===== config.mk =====
export PLATFORM = sky130hd
export DESIGN_NAME = exe_stage_alu
export DESIGN_NICKNAME = d
export VERILOG_FILES = /design/src/rtl/exe_stage_alu.sv
export SDC_FILE = /design/constraint.sdc
export NUM_CORES = 1
export LEC_CHECK = 0
export ABC_CLOCK_PERIOD_IN_PS = 10090
export BUFFER_PORTS_ARGS = -buffer_cell sky130_fd_sc_hd__buf_2
export CORE_MARGIN = 3
export CORE_UTILIZATION = 60
export CTS_CLUSTER_DIAMETER = 150
export DETAILED_ROUTE_END_ITERATION = 8
export PLACE_DENSITY = 0.95
export SLEW_MARGIN = 20
export SYNTH_ARGS = -nofsm -noshare
export SYNTH_HDL_FRONTEND = slang
export SYNTH_SLANG_ARGS = --single-unit
export TNS_END_PERCENT = 100

===== constraint.sdc =====
create_clock -name clk -period 10.09 [get_ports clk]
set_input_delay 1.009 -clock clk [delete_from_list [all_inputs] [get_ports clk]]
set_output_delay 1.009 -clock clk [all_outputs]
set_load 0.005 [all_outputs]

===== src/rtl/exe_stage_alu.sv =====
// Execute-stage ALU with NZCV status register and EX/MEM pipeline register.
// One-cycle latency; supports hazard freeze and branch flush.
module exe_stage_alu #(
    parameter int DATA_W     = 32,
    parameter int REG_ADDR_W = 4
) (
    input  logic                  clk,
    input  logic                  rst,
    input  logic                  freeze,
    input  logic                  flush,
    input  logic                  valid_in,
    input  logic [3:0]            exe_cmd,
    input  logic                  s_bit,
    input  logic [DATA_W-1:0]     val_1,
    input  logic [DATA_W-1:0]     val_2,
    input  logic [DATA_W-1:0]     st_val_in,
    input  logic [REG_ADDR_W-1:0] dest_in,
    input  logic                  wb_en_in,
    input  logic                  mem_r_en_in,
    input  logic                  mem_w_en_in,
    output logic [DATA_W-1:0]     alu_result,
    output logic [DATA_W-1:0]     st_val,
    output logic [REG_ADDR_W-1:0] dest,
    output logic                  wb_en,
    output logic                  mem_r_en,
    output logic                  mem_w_en,
    output logic                  valid_out,
    output logic [3:0]            status
);

    typedef enum logic [3:0] {
        CMD_MOV = 4'b0001,
        CMD_ADD = 4'b0010,
        CMD_ADC = 4'b0011,
        CMD_SUB = 4'b0100,
        CMD_SBC = 4'b0101,
        CMD_AND = 4'b0110,
        CMD_ORR = 4'b0111,
        CMD_EOR = 4'b1000,
        CMD_MVN = 4'b1001
    } alu_cmd_e;

    logic              is_sub;
    logic [DATA_W-1:0] add_b;
    logic              add_cin;
    logic [DATA_W:0]   sum;
    logic              add_v;

    // Subtraction is a + ~b + cin, so the carry out is directly NOT borrow.
    assign is_sub  = (exe_cmd == CMD_SUB) || (exe_cmd == CMD_SBC);
    assign add_b   = is_sub ? ~val_2 : val_2;
    assign add_cin = (exe_cmd == CMD_ADD) ? 1'b0 :
                     (exe_cmd == CMD_SUB) ? 1'b1 : status[1];
    assign sum     = {1'b0, val_1} + {1'b0, add_b} + {{DATA_W{1'b0}}, add_cin};
    assign add_v   = (val_1[DATA_W-1] == add_b[DATA_W-1]) &&
                     (sum[DATA_W-1] != val_1[DATA_W-1]);

    logic [DATA_W-1:0] res;
    logic              flag_c;
    logic              flag_v;
    logic              cmd_known;

    always_comb begin
        // NOTE: every output of this block gets a default first so no path infers a latch.
        res       = '0;
        flag_c    = status[1];
        flag_v    = status[0];
        cmd_known = 1'b1;
        case (exe_cmd)
            CMD_MOV: res = val_2;
            CMD_MVN: res = ~val_2;
            CMD_ADD, CMD_ADC, CMD_SUB, CMD_SBC: begin
                res    = sum[DATA_W-1:0];
                flag_c = sum[DATA_W];
                flag_v = add_v;
            end
            CMD_AND: res = val_1 & val_2;
            CMD_ORR: res = val_1 | val_2;
            CMD_EOR: res = val_1 ^ val_2;
            default: cmd_known = 1'b0;
        endcase
    end

    logic [3:0] nzcv;
    assign nzcv = {res[DATA_W-1], (res == '0), flag_c, flag_v};

    always_ff @(posedge clk) begin
        // NOTE: sequential state uses non-blocking assignments so every register samples pre-edge values.
        if (!rst) begin
            alu_result <= '0;
            st_val     <= '0;
            dest       <= '0;
            wb_en      <= 1'b0;
            mem_r_en   <= 1'b0;
            mem_w_en   <= 1'b0;
            valid_out  <= 1'b0;
            status     <= 4'b0000;
        end else if (!freeze) begin
            if (flush) begin
                alu_result <= '0;
                st_val     <= '0;
                dest       <= '0;
                wb_en      <= 1'b0;
                mem_r_en   <= 1'b0;
                mem_w_en   <= 1'b0;
                valid_out  <= 1'b0;
            end else begin
                alu_result <= res;
                st_val     <= st_val_in;
                dest       <= dest_in;
                wb_en      <= wb_en_in & valid_in;
                mem_r_en   <= mem_r_en_in & valid_in;
                mem_w_en   <= mem_w_en_in & valid_in;
                valid_out  <= valid_in;
                if (valid_in && s_bit && cmd_known) begin
                    status <= nzcv;
                end
            end
        end
    end

endmodule

==> results.cfg <==
[outcome]
result_of_the_run = finished clean

[clocking]
cts.sinks = 76
cts_root_buf = sky130_fd_sc_hd__clkbuf_16
cts_buffer_depth = 2
cts_made_buffers = 9
cts_resized = 0
clk_pin_slew_ns = 0.06
worstSkewPairLatency_ns = 0.34
tritoncts_clock_tree = done
clock_tree.htree_level_count = 3
postCtsHoldBufs = 0
postCtsSetupRepairBufs = 0

[power_and_ir_drop]
irDropWorstVdd_v = 0.0000770
power.density_nw_per_um2 = 115
p_leak_uw = 0.00418

[sta]
hold_slack_ns = 0.475
report.final.slew_viol_count = 0
actual_transition_at_the_worst_max_transition_pin_ns = 1.06
period_needed_ns = 5.40
rsz0062_at_grt = no
fmax_mhz = 185
max_slew_margin = 0.295
finalSetupTns_ns = 0
fin_skew_ns = 0.00425
finalCritPeriodShare = 0.535
setup-violations-final = 0
hold_viol_final = 0

[setup_path]
critPathKind = in2reg
crit_path_required_time_ns = 10.36
start_kind = input port
family_of_cells_with_the_greatest_summed_delay_on_the_critical_path = simple AND/OR/NAND/NOR gates
cp_cell_sequence = buf_2 -> buf_4 -> nor3b_2 -> buf_4 -> xnor2_1 -> inv_1 -> fa_1 -> nor2b_1 -> o21a_4 -> o21ai_1 -> a2111oi_1 -> or2_1 -> o211ai_1 -> nor4_1 -> nand4_1 -> or4_1 -> o21ai_1
critical_path.max_fanout = 57
critical_path_arrival_ns = 5.67
timing.critical_path.to_type = flip-flop
crit_path_top_delay_cell = sky130_fd_sc_hd__a2111oi_1
critical_path.max_stage_delay_ns = 0.74
critical_path_buf_inv_count = 4

[layout]
synth_to_final_area_change_pct = 16.0
final_common_cell = sky130_fd_sc_hd__buf_2
nNetsFinal = 1350
most-common-layout-cells = sky130_fd_sc_hd__buf_2, sky130_fd_sc_hd__ha_1, sky130_fd_sc_hd__inv_1, sky130_fd_sc_hd__dfxtp_1, sky130_fd_sc_hd__a22oi_1
drive_gt1_frac = 0.193
antenna-diode-count = 0

[global_route]
grt_pass1_vias = 7475
grt_max_degree = 90
grt_pass1_wl_um = 37300
antenna_violations_before_repair = 0
global_route.usage.total = 0.316
total_congestion_overflow_after_global_routing = 0

[place]
gpl.final_weighted_congestion = 0.989
place.port_buffers = 188
place_hpwl_um = 17300

[synthesis]
synth_cell_type_count = 68
synth_async_sr_flop_share = 0
postSynthRegisterBits = 76
synth.top_cells.by_area = sky130_fd_sc_hd__dfxtp_1, sky130_fd_sc_hd__ha_1, sky130_fd_sc_hd__a22oi_1, sky130_fd_sc_hd__xnor2_1, sky130_fd_sc_hd__nor2b_1
yosys.area.top_type = sky130_fd_sc_hd__dfxtp_1
ys_seq_area_frac = 0.197
syn-instance-count = 1002
yosysWarningCount = 0
syn-mean-instance-area_um2 = 7.73
yosysTopAreaCellShare = 0.197
synth-main-ff-cell = sky130_fd_sc_hd__dfxtp_1
synth_edf_count = 0
netlist_area_before_placement_um2 = 7740
synth_nets = 1212

[die]
die_y_um = 120
die_width_um = 120
core_um2 = 12300
effective_utilization_at_floorplan = 0.629
die_area_um2 = 14300
number_of_top_level_pins = 189
core.rowCount = 40

[detailed_routing]
drt_iter0_markers = 1021
total_routed_wirelength_um = 23700
drc = 0
routed_via_density = 6.21
dr_vias = 8148
first_pass_iters = 5
drt.antenna.violating_nets = 0
detail_route.wl_per_cell_um = 18.1

[min_path]
worst_hold_path_type = reg2reg

[job]
cap_violations = 0
-- cell type report --
| cell class | instances | area (um^2) |
|---|---|---|
| multi-input cells | 768 | 5610 |
| fillers | 947 | 3330 |
| flip-flops and latches | 76 | 1520 |
| repair buffers | 198 | 1020 |
| inverters | 87 | 327 |
| clock buffers | 9 | 225 |
| well taps | 168 | 210 |
| clock inverters | 6 | 65.1 |
-- final timing paths --
path / startpoint / endpoint / slack (ns) / cells past startpoint
setup / recovery: exe_cmd[3] / status[2] / 4.69 / 17
setup reg to reg: status[1] / status[2] / 5.95 / 15
hold reg to reg: alu_result[4] / alu_result[4] / 0.48 / 2
hold / removal: alu_result[4] / alu_result[4] / 0.48 / 2
-- worst reg2reg max path: cells and delay by family (launching register included) --
family	cells	cell delay, ns
AO/OA/AOI/OAI	7	1.58
AND/OR/NAND/NOR	5	1.36
adder cells (fa/ha/maj)	2	0.66
flip-flops	1	0.41
buffers and inverters	1	0.06
-- metrics by stage --
step                instance area [um^2]  total power (uW)  setup WS, ns  utilization  std cells
finish                              8980              1030          4.69        0.729       1312
global route                        8980              1080          4.43        0.729       1312
CTS                                 8980              1030          4.79        0.729       1312
detailed placement                  8690               706          4.45        0.706       1297
global placement                    8690               697          4.59        0.706       1297
floorplan                           7740               594          4.19            -       1002
-- registers in the layout (all words and copies together) (netlist names) --
name,flops
st_val,32
dest,4
wb_en,1
mem_w_en,1
status,4
alu_result,32
valid_out,1
mem_r_en,1
-- report_power, final --
part | switching (uW) | leakage [uW] | internal [uW]
Clock | 129 | 0.000142 | 190
Sequential | 7.09 | 0.000618 | 312
Combinational | 238 | 0.00342 | 156
-- per-layer routing --
metal	part of all wire	track usage	vias up
met4	0.035	0.127	0
li1	-	-	3843
met5	0	0	-
met2	0.48	0.548	450
met3	0.082	0.0405	72
met1	0.41	0.395	3783
-- synth_stat cells (5+ instances only) --
master                     number
sky130_fd_sc_hd__dfxtp_1       76
sky130_fd_sc_hd__and3_1         8
sky130_fd_sc_hd__o21ai_1        8
sky130_fd_sc_hd__o22ai_1       14
sky130_fd_sc_hd__buf_1         11
sky130_fd_sc_hd__nor3_1        11
sky130_fd_sc_hd__xnor2_1       53
sky130_fd_sc_hd__buf_2         11
sky130_fd_sc_hd__o21ai_0       40
sky130_fd_sc_hd__nor2_1        46
sky130_fd_sc_hd__inv_1         87
sky130_fd_sc_hd__o21a_1         9
sky130_fd_sc_hd__o221ai_1       9
sky130_fd_sc_hd__xor2_1        30
sky130_fd_sc_hd__nor2b_1       62
sky130_fd_sc_hd__and2_1        14
sky130_fd_sc_hd__or3_1          7
sky130_fd_sc_hd__a211oi_1       8
sky130_fd_sc_hd__mux2i_1       15
sky130_fd_sc_hd__clkbuf_1      47
sky130_fd_sc_hd__nand4_1       15
sky130_fd_sc_hd__a22oi_1       72
sky130_fd_sc_hd__nand2_1       68
sky130_fd_sc_hd__o211ai_1      13
sky130_fd_sc_hd__nand3_1       15
sky130_fd_sc_hd__ha_1          95
sky130_fd_sc_hd__o21bai_1       5
sky130_fd_sc_hd__a21oi_1       65
-- cell families (layout without fill, tap and decap cells) --
group	count (synthesis)	count (layout)	share of synthesized area
flops	76	76	0.197
mux	15	15	0.0194
compound gates	301	301	0.270
xor+xnor	83	83	0.0939
fa+ha+maj	97	97	0.159
simple gates	272	272	0.182
buf+inv	158	300	0.0798
No activity file was read; power rests on OpenSTA's default activity.
